`src/rtl/eff_xfade_bypass.sv`:
```
// eff_xfade_bypass: click-free wet/dry bypass around an effect with
// sample-aligned latency. A dry-alignment FIFO re-pairs each dry sample with
// its wet counterpart, and enable changes ramp a linear crossfade gain g over
// R = 2^RAMP_LOG2 output samples.
// Build option: define EFF_XFADE_ROUND_EN to round the mix half up.
// Without it, the mix truncates toward negative infinity.
// Handshake: dry_vld_i and wet_vld_i are single-cycle strobes with no
// backpressure. Each wet_vld_i pops one dry word and produces exactly one
// vld_o strobe two cycles later. data_o holds its value between strobes.
module eff_xfade_bypass #(
  parameter int DATA_WIDTH = 24,
  parameter int NUM_CH     = 2,
  parameter int RAMP_LOG2  = 8,
  parameter int FIFO_DEPTH = 8
) (
  input  logic                         clk,
  input  logic                         rst,
  input  logic                         en,
  input  logic [NUM_CH*DATA_WIDTH-1:0] dry_i,
  input  logic                         dry_vld_i,
  input  logic [NUM_CH*DATA_WIDTH-1:0] wet_i,
  input  logic                         wet_vld_i,
  output logic [NUM_CH*DATA_WIDTH-1:0] data_o,
  output logic                         vld_o,
  output logic [1:0]                   state_o,
  output logic [1:0]                   err_o
);

  localparam int W  = NUM_CH * DATA_WIDTH;
  localparam int GW = RAMP_LOG2 + 1;
  localparam int PW = DATA_WIDTH + RAMP_LOG2 + 1;
  localparam int SW = PW + 1;
  localparam int AW = $clog2(FIFO_DEPTH);

  localparam logic [GW-1:0] R_G    = {1'b1, {RAMP_LOG2{1'b0}}};
  localparam logic [GW-1:0] G_ZERO = '0;
  localparam logic [GW-1:0] G_ONE  = {{RAMP_LOG2{1'b0}}, 1'b1};
  localparam logic [AW:0]   P_ONE  = {{AW{1'b0}}, 1'b1};
`ifdef EFF_XFADE_ROUND_EN
  localparam logic signed [SW-1:0] RND = SW'(2 ** (RAMP_LOG2 - 1));
`else
  localparam logic signed [SW-1:0] RND = '0;
`endif

  typedef enum logic [1:0] {
    ST_BYPASS   = 2'd0,
    ST_FADE_IN  = 2'd1,
    ST_ON       = 2'd2,
    ST_FADE_OUT = 2'd3
  } state_t;

  // ---------------- dry-alignment FIFO ----------------
  logic [W-1:0] mem_q [FIFO_DEPTH];
  logic [AW:0]  wr_ptr_q, rd_ptr_q;
  logic         empty, full;
  logic         push_ok, pop_ok, fall_thru, ovf, unf;
  logic [W-1:0] dry_sel;
  logic [1:0]   err_q;

  assign empty = (wr_ptr_q == rd_ptr_q);
  assign full  = (wr_ptr_q[AW] != rd_ptr_q[AW]) &&
                 (wr_ptr_q[AW-1:0] == rd_ptr_q[AW-1:0]);

  // Pick the dry word paired with this wet strobe and classify push/pop.
  always_comb begin
    push_ok   = 1'b0;
    pop_ok    = 1'b0;
    fall_thru = 1'b0;
    ovf       = 1'b0;
    unf       = 1'b0;
    dry_sel   = '0;
    if (wet_vld_i) begin
      if (!empty) begin
        dry_sel = mem_q[rd_ptr_q[AW-1:0]];
        pop_ok  = 1'b1;
      end else if (dry_vld_i) begin
        dry_sel   = dry_i;
        fall_thru = 1'b1;
      end else begin
        unf = 1'b1;
      end
    end
    if (dry_vld_i && !fall_thru) begin
      // A simultaneous pop frees a slot, so a full FIFO still accepts the push.
      if (!full || wet_vld_i) push_ok = 1'b1;
      else                    ovf     = 1'b1;
    end
  end

  // FIFO storage; contents need no reset because the pointers gate every read.
  always_ff @(posedge clk) begin
    if (push_ok) mem_q[wr_ptr_q[AW-1:0]] <= dry_i;
  end

  // FIFO pointers and sticky error flags.
  always_ff @(posedge clk) begin
    if (rst) begin
      wr_ptr_q <= '0;
      rd_ptr_q <= '0;
      err_q    <= '0;
    end else begin
      if (push_ok) wr_ptr_q <= wr_ptr_q + P_ONE;
      if (pop_ok)  rd_ptr_q <= rd_ptr_q + P_ONE;
      err_q <= err_q | {unf, ovf};
    end
  end

  // ---------------- gain state machine ----------------
  state_t         state_q, state_d;
  logic [GW-1:0]  g_q, g_d;

  // State register: g and the fade state advance once per wet strobe.
  always_ff @(posedge clk) begin
    if (rst) begin
      state_q <= ST_BYPASS;
      g_q     <= '0;
    end else begin
      state_q <= state_d;
      g_q     <= g_d;
    end
  end

  // Next-state logic. g saturates at 0 and R, so a reversal that reaches an
  // endpoint mid-fade can never wrap the gain.
  always_comb begin
    state_d = state_q;
    g_d     = g_q;
    if (wet_vld_i) begin
      unique case (state_q)
        ST_BYPASS: begin
          if (en) begin
            state_d = ST_FADE_IN;
            g_d     = G_ONE;
          end else begin
            g_d = G_ZERO;
          end
        end
        ST_FADE_IN: begin
          if (!en) begin
            state_d = ST_FADE_OUT;
            g_d     = (g_q == G_ZERO) ? G_ZERO : g_q - G_ONE;
          end else begin
            g_d = (g_q == R_G) ? R_G : g_q + G_ONE;
            if (g_d == R_G) state_d = ST_ON;
          end
        end
        ST_ON: begin
          if (!en) begin
            state_d = ST_FADE_OUT;
            g_d     = R_G - G_ONE;
          end
        end
        ST_FADE_OUT: begin
          if (en) begin
            state_d = ST_FADE_IN;
            g_d     = (g_q == R_G) ? R_G : g_q + G_ONE;
          end else begin
            g_d = (g_q == G_ZERO) ? G_ZERO : g_q - G_ONE;
            if (g_d == G_ZERO) state_d = ST_BYPASS;
          end
        end
        default: begin
          state_d = ST_BYPASS;
          g_d     = G_ZERO;
        end
      endcase
    end
  end

  // Output logic: expose the fade state for monitoring.
  always_comb begin
    state_o = state_q;
  end

  // ---------------- mix pipeline ----------------
  logic [GW-1:0]        coef_dry;
  logic signed [PW-1:0] pd_d [NUM_CH];
  logic signed [PW-1:0] pw_d [NUM_CH];
  logic signed [PW-1:0] pd_q [NUM_CH];
  logic signed [PW-1:0] pw_q [NUM_CH];
  logic signed [SW-1:0] sum  [NUM_CH];
  logic [W-1:0]         mix_d;
  logic                 s1_vld_q;
  logic [W-1:0]         data_q;
  logic                 vld_q;

  assign coef_dry = R_G - g_q;

  // Stage 1 products: dry*(R-g) and wet*g using the gain before this sample's update.
  always_comb begin
    for (int c = 0; c < NUM_CH; c++) begin
      pd_d[c] = PW'($signed(dry_sel[c*DATA_WIDTH +: DATA_WIDTH])) * $signed(PW'(coef_dry));
      pw_d[c] = PW'($signed(wet_i[c*DATA_WIDTH +: DATA_WIDTH])) * $signed(PW'(g_q));
    end
  end

  // Stage 2 sum; taking bits above RAMP_LOG2 is the arithmetic shift.
  always_comb begin
    mix_d = '0;
    for (int c = 0; c < NUM_CH; c++) begin
      sum[c] = SW'(pd_q[c]) + SW'(pw_q[c]) + RND;
      mix_d[c*DATA_WIDTH +: DATA_WIDTH] = sum[c][RAMP_LOG2 +: DATA_WIDTH];
    end
  end

  // Pipeline registers; reset drops any in-flight sample.
  always_ff @(posedge clk) begin
    if (rst) begin
      s1_vld_q <= 1'b0;
      vld_q    <= 1'b0;
      data_q   <= '0;
      for (int c = 0; c < NUM_CH; c++) begin
        pd_q[c] <= '0;
        pw_q[c] <= '0;
      end
    end else begin
      s1_vld_q <= wet_vld_i;
      vld_q    <= s1_vld_q;
      if (wet_vld_i) begin
        for (int c = 0; c < NUM_CH; c++) begin
          pd_q[c] <= pd_d[c];
          pw_q[c] <= pw_d[c];
        end
      end
      if (s1_vld_q) data_q <= mix_d;
    end
  end

  assign data_o = data_q;
  assign vld_o  = vld_q;
  assign err_o  = err_q;

endmodule
```
`config.mk`:
```
export PLATFORM = sky130hd
export DESIGN_NAME = eff_xfade_bypass
export DESIGN_NICKNAME = d
export VERILOG_FILES = /design/src/rtl/eff_xfade_bypass.sv
export SDC_FILE = /design/constraint.sdc
export NUM_CORES = 2
export LEC_CHECK = 0
export ABC_AREA = 1
export CAP_MARGIN = 20
export CORE_UTILIZATION = 58
export CTS_CLUSTER_SIZE = 8
export DETAILED_ROUTE_END_ITERATION = 10
export PLACE_DENSITY_LB_ADDON = 0.2
export SYNTH_ARGS = -nofsm -noshare
export SYNTH_HDL_FRONTEND = slang
export SYNTH_SLANG_ARGS = --single-unit
export TNS_END_PERCENT = 20
```
`constraint.sdc`:
```
create_clock -name clk -period 6.4 [get_ports clk]
set_input_delay 0.64 -clock clk [delete_from_list [all_inputs] [get_ports clk]]
set_output_delay 0.64 -clock clk [all_outputs]
set_load 0.05 [all_outputs]
```
After elaboration in Yosys (flattened, before gate mapping)
Memory sizes are Yosys's and may differ from the RTL's. A register that Yosys moved wholly into a read port is not among the register bits. Index checks and enable logic that the tools add are counted.

$add $sub $neg: 7. $mul: 4. Div/mod/pow operators: 0. Order comparisons: 0. Equality and inequality tests: 12. Shifts and indexed selects: 0. Muxes and demuxes: 41. Bitwise gates (word level): 5. Reduce and logical (&&, ||, !) cells: 11.

Operators by type and width (number): 2-to-1 mux 48 bit (3); multiplier 24 x 10 -> 33 bit (4); 2-to-1 mux 33 bit (4); adder 32 bit (2); 2-to-1 mux 9 bit (4); one-hot mux 9 bit (3 select lines) (1); 2-to-1 mux 1 bit (20); == test 9 bit, second input constant (2); logical NOT 9 bit (2); 2-to-1 mux 2 bit (6); adder 9 x 1 -> 9 bit, second input constant (1); subtractor 9 x 1 -> 9 bit, second input constant (1); subtractor 9 bit, first input constant (1); adder 4 x 1 -> 4 bit, second input constant (2); one-hot mux 2 bit (4 select lines) (1); 2-to-1 mux 3 bit (2); != test 3 bit, second input constant (2); AND reduction 5 bit (1); == test 2 bit, second input constant (2); == test 4 bit (1); != test 2 bit, second input constant (2); bitwise OR 1 bit (4); == test 3 bit (1); == test 2 x 1 -> 1 bit, second input constant (1); other kinds (8) (10).

Register bits: 71. Bits in latches: 0. Memory bits (writable): 516. ROM bits: 0. Input port bits: 101. Output and inout bits: 53. Logic and storage cells: 91. Memories kept: 3.

Memories: mem_q (words 8, bits a word 48, rd ports 1, clocked after Yosys merged registers in 1, write ports 1, line 53) `logic [W-1:0] mem_q [FIFO_DEPTH];`; pd_q (words 2, bits a word 33, rd ports 2, clocked after Yosys merged registers in 0, write ports 2, line 179) `logic signed [PW-1:0] pd_q [NUM_CH];`; pw_q (words 2, bits a word 33, rd ports 2, clocked after Yosys merged registers in 0, write ports 2, line 180) `logic signed [PW-1:0] pw_q [NUM_CH];`.

Depth between registers and ports, before layout
Depth in word-level cells: 8. Depth in mapped cells: 34. Depth with buffers taken out: 32.

Worst setup path before layout
OpenSTA, ideal clock, no wires.

Path type: register to register. From: register g_q[0]. To: memory pd_q[0][26] (netlist bit), data pin. Setup time: 253 ps. Arrival: 5801 ps. Data required time: 6147 ps. Path slack: 346 ps. Cell stages (with the launch flop): 29. Buffers on the path: 3. Clock period less this slack: 6054 ps. Path through: dfxtp_1 > inv_2 > clkbuf_1 > ha_1 > nand3_1 > nand2_1 > clkbuf_1 > clkbuf_1 > nor2_1 > fa_1 > fa_1 > fa_1 > fa_1 > inv_1 > fa_1 > inv_1 > ha_1 > nand2_1 > nor2_1 > nor3b_1 > nand4_1 > nand3_1 > nand2_1 > nand2_1 > nand2_1 > nand2_1 > nand2_1 > nand2_1 > nor2_1.

RTL lines: start, declared (line 110) `logic [GW-1:0] g_q, g_d;`; start signal, assigned (line 119) `g_q <= g_d;`; end, declared (line 179).

==> results.py <==
metrics = {
    "sta": {
        "slew_viol_final": 0,
        "fin_skew_ns": 0.0455,
        "fmax_mhz": 161,
        "finalSetupViolCount": 0,
        "worst_pin_slew_ns": 1.02,
        "slew_headroom_pct": 31.8,
        "rsz0062_at_grt": "true",
        "layout_min_cycle_time_ns": 6.22,
        "post-route-period-util_pct": 97.2,
        "hold_viol": 0,
    },
    "die": {
        "chipWidth_um": 316,
        "die_area_mm2": 0.0997,
        "io_pins": 154,
        "core_mm2": 0.0971,
        "rows": 114,
        "start_util_pct": 58.8,
        "die_height_um": 316,
    },
    "global_route": {
        "grt_pass1_vias": 47500,
        "grt_start_max_net_pins": 82,
        "grt_pass1_wl_mm": 251,
        "grt_overflow": 0,
        "grt_util_all_layers_pct": 32.3,
        "antenna_found_initial": 4,
    },
    "worst_setup_path": {
        "required_ns": 6.78,
        "start_kind": "flip-flop",
        "path_buf_inv": 8,
        "cp.arrival_ns": 6.60,
        "max_stage_delay_ns": 0.56,
        "cpMaxStageDelayCell": "fa_1",
        "critical_path_class": "reg2reg",
        "crit_fanout": 15,
        "crit_family": "adder cells",
        "end_kind": "flip-flop",
    },
    "drt": {
        "drt_iter0_drc": 4166,
        "drtAntennaViolNets": 0,
        "routed_wl_mm": 160,
        "drc": 0,
        "wire_per_inst_um": 18.8,
        "num_vias": 47400,
        "dr.pass1.iters": 6,
        "vias_per_cell": 5.57,
    },
    "synthesis": {
        "synthTopCellsByArea": "edfxtp_1 27%, fa_1 24%, inv_1 9.2%",
        "yosysUniqueCellTypes": 50,
        "ys_seq_area_share_pct": 29.5,
        "avgSynthCellArea_um2": 8.50,
        "synth_edf_count": 512,
        "synth_warnings": 0,
        "ys_seq_elements": 586,
        "ys.flop_type": "edfxtp_1",
        "ys_async_sr_fraction_pct": 0,
        "synth.largest_area_cell": "edfxtp_1",
        "synthCells": 6714,
        "syn_area_mm2": 0.0571,
        "yosysTopAreaCellShare_pct": 26.9,
        "synth_nets": 7842,
    },
    "clock_network": {
        "cts_buffer_depth": 3,
        "clkTransAtPathRegs_ns": 0.05,
        "h-tree-depth": 3,
        "cts_root_buf": "clkbuf_16",
        "cts_hold_buf": 0,
        "clk_latency_ns": 0.67,
        "cts_tree": "yes",
        "cts_buffers": 85,
        "clkSinkCount": 586,
    },
    "cells_and_area": {
        "seqCellArea_mm2": 0.0169,
        "layout-drive-gt1-share_pct": 10.5,
        "multi_input_comb_area_mm2": 0.0341,
        "fillers": 7783,
        "nets": 8298,
        "areaGrowthSynthToFinish_pct": 16.1,
        "final_core_util_pct": 68.2,
    },
    "placement": {
        "place_hpwl_mm": 120,
        "io_buffers": 153,
        "gp_congestion": 0.953,
    },
    "run": {
        "cap_violations": 0,
    },
    "power_and_ir_drop": {
        "leakagePower_nw": 33.2,
        "vdd_ir_drop_max_mv": 0.587,
        "pwr_density_cell_mw_per_mm2": 473,
        "finalPower_mw": 31.3,
    },
    "outcome": {
        "status": "finished, final reports clean",
    },
    "min_path": {
        "hold_path.class": "in2reg",
    },
}
routing by layer:
metal | share of wire (%) | vias up | global-route usage [%] | wire length [µm]
met5 | 0 | - | 0 | 0
met4 | 3.0 | 0 | 9.99 | 4740
met3 | 8.3 | 288 | 5.51 | 13400
met2 | 47 | 1789 | 53.2 | 75900
met1 | 41 | 23200 | 43.7 | 66200
li1 | - | 22100 | - | -
registers in the layout, summed over array words and instances (netlist names), named ones only:
register,flops
vld_o,1
data_o,48
state_o,2
g_q,9
s1_vld_q,1
pd_q,64
wr_ptr_q,4
pw_q,64
rd_ptr_q,4
err_o,2
mem_q,384
cell usage in the layout, fill, tap and decap left out, drive strengths merged, types with 32 or more instances in the layout:
cell	count
o21a	42
clkbuf	137
nand2	1190
nand4	42
o211ai	44
inv	1443
o221ai	75
buf	467
fa	684
edfxtp	512
nand3	187
dfxtp	74
o21ai	438
nor2	808
clkdlybuf4s50	152
a21oi	320
ha	343
xor2	32
per-stage QoR:
step | cell area (µm²) | hold slack, ns | TNS (ns) | worst slack, ns | std cells
floorplan | 57100 | 0.488 | 0 | 0.346 | 6714
global placement | 63000 | 0.486 | -4.90 | -0.301 | 8334
detailed placement | 63000 | 0.490 | -8.25 | -0.448 | 8334
CTS | 65500 | 0.470 | 0 | 0.00574 | 8474
global route | 66300 | 0.521 | -0.311 | -0.0557 | 8502
finish | 66300 | 0.506 | 0 | 0.182 | 8502
area by class of cell:
class,instances,share of cell area [%]
Sequential cell,586,25.5
Inverter,1445,8.22
Clock buffer,128,3.47
Clock inverter,12,0.298
Tap cell,1276,2.41
Antenna cell,3,0.0113
Multi-Input combinational cell,4424,51.5
Timing Repair Buffer,628,8.61
final timing paths:
path                                               start                        end  slack (ns)  cells after the start
worst max-delay path            rd_ptr_q[1]$_SDFFE_PP0P_  pd_q[0][63]$_SDFFCE_PN0P_        0.18                     27
worst min-delay path                                 rst    data_o[39]$_SDFFE_PP0P_        0.51                      4
worst max register to register  rd_ptr_q[1]$_SDFFE_PP0P_  pd_q[0][63]$_SDFFCE_PN0P_        0.18                     27
worst min register to register   data_o[36]$_SDFFE_PP0P_    data_o[36]$_SDFFE_PP0P_        0.51                      2
worst register-to-register path: cells and delay by family, from the launching register on:
family,cells,cell delay (ns)
AND/OR/NAND/NOR,9,1.06
flip-flops,1,0.35
buffers and inverters,8,0.94
AO/OA/AOI/OAI,3,0.74
adder cells (fa/ha/maj),6,2.72
XOR/XNOR,1,0.16
Yosys cell counts, types with 44 or more instances:
cell type  instances
o211ai_1          44
nand3_1          186
ha_1             343
edfxtp_1         512
inv_2             44
o21ai_0          387
nor2_1           807
a21oi_1          320
inv_1           1397
fa_1             684
o221ai_1          75
dfxtp_1           74
nand2_1         1188
clkbuf_1         181
cells by family (layout without fill, tap and decap cells):
kind of cell | count (synthesis) | in the layout | synth area share (%)
other cells | 0 | 3 | 0
buf+inv | 1704 | 2213 | 11.4
flops | 586 | 586 | 29.5
fa+ha+maj | 1027 | 1027 | 31.5
xor+xnor | 52 | 52 | 0.798
simple gates | 2283 | 2283 | 15.9
compound gates | 1062 | 1062 | 11.0
power breakdown:
group	switching [mW]	total [mW]	internal (mW)	leakage, nW
clock	1.75	4.26	2.52	1.20
combinational	13.0	22.1	9.16	26.4
sequential	0.245	4.97	4.72	5.51
repair_timing:
item | CTS | global route
pin swaps | 0 | 22
resized for setup | 1 | 104
setup endpoints to repair | 1 | 39
setup buffers | 0 | 15
gates cloned | 0 | 10
No activity file was read; power rests on OpenSTA's default activity.
